## src/rtl/and16.sv

```systemverilog
// Bitwise AND used as the golden AND reference.
module and16 #(
  parameter int W = 16
) (
  input  logic [W-1:0] a,
  input  logic [W-1:0] b,
  output logic [W-1:0] y
);

  assign y = a & b;

endmodule

```

## src/rtl/gate_ref16.sv

```systemverilog
// Combinational expected-value generator: golden NOT/AND/OR of the operands,
// built from the reference gate primitives.
module gate_ref16 #(
  parameter int W = 16
) (
  input  logic [W-1:0] a,
  input  logic [W-1:0] b,
  output logic [W-1:0] exp_not,
  output logic [W-1:0] exp_and,
  output logic [W-1:0] exp_or
);

  not16 #(.W(W)) u_not (.a(a), .y(exp_not));
  and16 #(.W(W)) u_and (.a(a), .b(b), .y(exp_and));
  or16  #(.W(W)) u_or  (.a(a), .b(b), .y(exp_or));

endmodule

```

## src/rtl/not16.sv

```systemverilog
// Bitwise inverter used as the golden NOT reference.
module not16 #(
  parameter int W = 16
) (
  input  logic [W-1:0] a,
  output logic [W-1:0] y
);

  assign y = ~a;

endmodule

```

## src/rtl/or16.sv

```systemverilog
// Bitwise OR used as the golden OR reference.
module or16 #(
  parameter int W = 16
) (
  input  logic [W-1:0] a,
  input  logic [W-1:0] b,
  output logic [W-1:0] y
);

  assign y = a | b;

endmodule

```

## config.mk

```make
export PLATFORM = sky130hd
export DESIGN_NAME = gate_ref16
export DESIGN_NICKNAME = d
export VERILOG_FILES = /design/src/rtl/and16.sv /design/src/rtl/gate_ref16.sv /design/src/rtl/not16.sv /design/src/rtl/or16.sv
export SDC_FILE = /design/constraint.sdc
export NUM_CORES = 1
export LEC_CHECK = 0
export BUFFER_PORTS_ARGS = -buffer_cell sky130_fd_sc_hd__buf_2
export CAP_MARGIN = 20
export CORE_MARGIN = 4
export CORE_UTILIZATION = 21
export DETAILED_ROUTE_END_ITERATION = 12
export PLACE_DENSITY = 0.94
export RECOVER_POWER = 50
export SLEW_MARGIN = 20
export SYNTH_ARGS = -nofsm -noshare
export SYNTH_HDL_FRONTEND = slang
export SYNTH_SLANG_ARGS = --single-unit
```

## constraint.sdc

```tcl
create_clock -name vclk -period 0.8
set_input_delay 0.08 -clock vclk [all_inputs]
set_output_delay 0.08 -clock vclk [all_outputs]
set_load 0.05 [all_outputs]
```

==> flow_summary_export.csv, run 1 <==
group,metric,value,unit
finish,final_cell_area,698,sq um
die,initial_core_util,23.6,%
placement,dp_hpwl,1.25,mm
hold_path,hp-class,"primary input to output pin",
setup_path,crit_arrival,0.61,ns
synthesis,synthTopCellsByArea,"and2_2, or2_1, inv_1",
synthesis,syn_area,280,sq um
timing,fmax,1460,MHz
setup_path,required,0.72,ns
power,powerDensity,1080,nW/um^2
placement,routabilityCongestion,0.657,
timing,holdWs,0.506,ns
finish,areaGrowthSynthToFinish,149,%
detailed_routing,drt_first_pass_iters,3,
die,rows,12,
timing,relSlewSlack,81.1,%
cts,postCtsSetupBuffers,0,
detailed_routing,dr.first_iter.drc_count,1,
die,die_h,44.5,um
hold_path,hold_path_startpoint,"a[14]",
setup_path,critPathTopFamily,"buffers and inverters",
timing,min_period_over_period,85.7,%
detailed_routing,vias,539,
setup_path,cp.buffers_inverters,2,
timing,hold_violations,0,
synthesis,syn_avg_cell_area,5.84,sq um
synthesis,synthCells,48,
cts,ctsHoldBuffers,0,
status,status,"finished, final reports clean",
setup_path,start_kind,"primary input",
synthesis,ys_seq_area_share,0,%
finish,clock_buffers,0,
flow_run,cap_violations,0,
die,io_pins,80,
die,die_x,44.5,um
finish,seq_cells,0,
detailed_routing,wl_per_cell,8.96,um
finish,final-seq-area,0,sq um
power,leakagePower,0.484,nW
timing,finalCriticalPeriod,0.686,ns
power,total_power,0.751,mW
global_routing,grtUsageTotal,11.2,%
cts,cts_resized,0,
synthesis,yosysTopAreaCellShare,42.9,%
synthesis,synthTopCellsByCount,"and2_2, inv_1, or2_1",
global_routing,grt_overflow_total,0,
timing,rsz0062_at_grt,"false",
placement,placedInstanceArea,698,sq um
global_routing,use_met2,23.5,%
synthesis,yosysWarnings,0,
global_routing,antenna_found_initial,0,
detailed_routing,ant_nets,0,
synthesis,synth_top_cell_by_area,"and2_2",
finish,nets,162,
timing,drv_slew,0,
setup_path,crit_start,"b[7]",
setup_path,critPathMaxFanout,2,
placement,portBuffers,80,
setup_path,endpoint_kind,"output pin",
global_routing,grt_pass1_wl,1.83,mm
finish,fillCellCount,115,
detailed_routing,viasPerCell,3.80,
global_routing,busiest_layer,"met2",
finish,n_antenna_cell,0,
die,core_area,1190,sq um
die,die_area,1980,sq um
synthesis,ys_types,3,
detailed_routing,wl,1.27,mm
global_routing,grt.met3_usage,0,%
synthesis,syn-num-nets,80,
global_routing,grt_pass1_vias,443,
detailed_routing,drc,0,
timing,setup_violations,0,
setup_path,cpPeakStageDelay,0.21,ns
setup_path,cpMostUsedCell,"buf_2",
timing,tightest_slew,0.284,ns
setup_path,worstPathCellList,"buf_2, or2_1, buf_2",
global_routing,grt_max_degree,4,
setup_path,worst_path_max_delay_cell,"or2_1",
setup_path,crit_type,"primary input to output pin",
power,irDropWorstVdd,517,uV
timing,final.setup.tns,0,ns
finish,drive_above_1_share,75.0,%
global_routing,met1_usage,12.5,%
-- worst min-delay path: stages --
cell and delay (ns):
buf_2 0.09, inv_1 0.03, clkbuf_2 0.22
-- cells in the final DEF (no fill, tap or decap) --
cell / count
buf_2: 56
inv_1: 16
and2_2: 16
clkbuf_2: 24
or2_1: 16
-- power breakdown --
group	leakage [nW]	total, mW	internal, mW	switching, mW
clock network	0	0	0	0
logic	0.484	0.751	0.190	0.561
registers	0	0	0	0
total	0.484	0.751	0.190	0.561
-- metrics by stage --
stage / cells / util (%) / setup WS [ns]
finish: 142 / 58.9 / 0.114
global placement: 142 / 58.9 / 0.124
global route: 142 / 58.9 / 0.0895
detailed placement: 142 / 58.9 / 0.115
floorplan: 48 / - / 0.241
CTS: 142 / 58.9 / 0.114
-- cell type report --
class,count,area (sq um),share of cell area [%]
inverters,16,60.1,8.60
well taps,14,17.5,2.51
multi-input cells,32,220,31.5
repair buffers,80,400,57.3
-- layer usage --
| layer | vias to the layer above | share of wire [%] |
|---|---|---|
| li1 | 290 | - |
| met1 | 213 | 30 |
| met2 | 36 | 58 |
| met3 | 0 | 12 |
| met4 | 0 | 0 |
| met5 | - | 0 |
-- path summary, 6_finish.rpt --
kind                  cells past startpoint  slack (ns)     endpoint
worst max-delay path                      3        0.11    exp_or[7]
worst min-delay path                      3        0.51  exp_not[14]
-- cell families (layout without fill, tap and decap cells) --
group	after synthesis	after routing	share of synthesized area, %
and+or+nand+nor	32	32	78.6
buffers and inverters	16	96	21.4
(Power assumes the default switching activity.)
==> run 2, diff against run 1 <==
--- a/config.mk
+++ b/config.mk
@@ -7,7 +7,6 @@
 export LEC_CHECK = 0
 export BUFFER_PORTS_ARGS = -buffer_cell sky130_fd_sc_hd__buf_2
 export CAP_MARGIN = 20
-export CORE_MARGIN = 4
 export CORE_UTILIZATION = 21
 export DETAILED_ROUTE_END_ITERATION = 12
 export PLACE_DENSITY = 0.94
==> flow_summary_export.csv, run 2 (same netlist as run 1, synthesis figures left out) <==
group,metric,value,unit
detailed_routing,wl,1.12,mm
cts,postCtsSetupBuffers,0,
setup_path,crit_type,"primary input to output pin",
setup_path,start_kind,"primary input",
timing,fmax,1460,MHz
finish,final-seq-area,0,sq um
die,rows,12,
power,total_power,0.750,mW
finish,multi_input_comb_area,220,sq um
finish,final_cell_area,698,sq um
setup_path,required,0.72,ns
timing,relSlewSlack,81.3,%
placement,portBuffers,80,
finish,clock_buffers,0,
placement,pre_cts_ws,0.111,ns
timing,drv_slew,0,
finish,final_cell_mix,"buf_2, clkbuf_2, or2_1, and2_2, inv_1",
timing,final.setup.tns,0,ns
finish,final_cell_count_no_fill,142,
finish,seq_cells,0,
global_routing,grt_max_degree,4,
finish,utilization,59.6,%
cts,ctsHoldBuffers,0,
placement,routabilityCongestion,0.645,
power,leakagePower,0.484,nW
global_routing,grt_pass1_vias,369,
timing,finalCriticalPeriod,0.686,ns
finish,nets,162,
timing,worst_slack,0.114,ns
setup_path,crit_arrival,0.61,ns
placement,dp_hpwl,1.07,mm
die,die_area,1480,sq um
cts,cts_resized,0,
setup_path,critPathMaxFanout,2,
power,powerDensity,1070,nW/um^2
detailed_routing,ant_nets,0,
timing,holdWs,0.503,ns
detailed_routing,dr.first_iter.drc_count,3,
die,die_x,38.5,um
detailed_routing,wl_per_cell,7.92,um
die,initial_core_util,23.9,%
timing,tightest_slew,0.282,ns
finish,final_common_cell,"buf_2",
placement,placedInstanceArea,698,sq um
timing,rsz0062_at_grt,"false",
finish,drive_above_1_share,75.0,%
placement,dp.cells,142,
flow_run,cap_violations,0,
timing,hold_violations,0,
detailed_routing,drc,0,
die,io_pins,80,
global_routing,grt_overflow_total,0,
global_routing,antenna_found_initial,0,
die,die_h,38.5,um
status,status,"finished, final reports clean",
setup_path,cpMostUsedCell,"buf_2",
timing,min_period_over_period,85.8,%
global_routing,grtUsageTotal,11.4,%
detailed_routing,viasPerCell,4.02,
hold_path,hp-class,"primary input to output pin",
timing,setup_violations,0,
global_routing,grt_pass1_wl,1.30,mm
setup_path,worstPathCellList,"buf_2, or2_1, buf_2",
detailed_routing,drt_first_pass_iters,2,
power,irDropWorstVdd,575,uV
setup_path,cpPeakStageDelay,0.22,ns
die,core_area,1170,sq um
finish,fillCellCount,130,
setup_path,endpoint_kind,"output pin",
setup_path,worst_path_max_delay_cell,"or2_1",
finish,n_antenna_cell,0,
finish,areaGrowthSynthToFinish,149,%
detailed_routing,vias,571,
## run 2: cell counts in the layout (fill, tap and decap cells not counted)
Identical to the previous run, type by type.
## run 2: final timing paths
| path | start | endpoint | slack (ns) | depth (start not counted) |
|---|---|---|---|---|
| min | a[2] | exp_not[2] | 0.50 | 3 |
| max | b[15] | exp_or[15] | 0.11 | 3 |
## run 2: power breakdown
group          internal (mW)  total [mW]  leakage [nW]  switching (mW)
clock                      0           0             0               0
combinational          0.190       0.750         0.484           0.560
sequential                 0           0             0               0
total                  0.190       0.750         0.484           0.560
## run 2: per-layer routing
layer	wire, um	track usage [%]	vias to the layer above
met5	0	0	-
met4	0	0	0
met3	110	0	0
met2	648	27.9	35
met1	365	9.93	246
li1	-	-	290
## run 2: worst max-delay path, delay by kind of cell
kind	cells	cell delay, ns
buf+inv	2	0.31
simple gates	1	0.22
## run 2: layout make-up
class / instances / area share (%)
timing repair buffer: 80 / 57.3
tap: 14 / 2.51
multi-input combinational: 32 / 31.5
inverter: 16 / 8.60
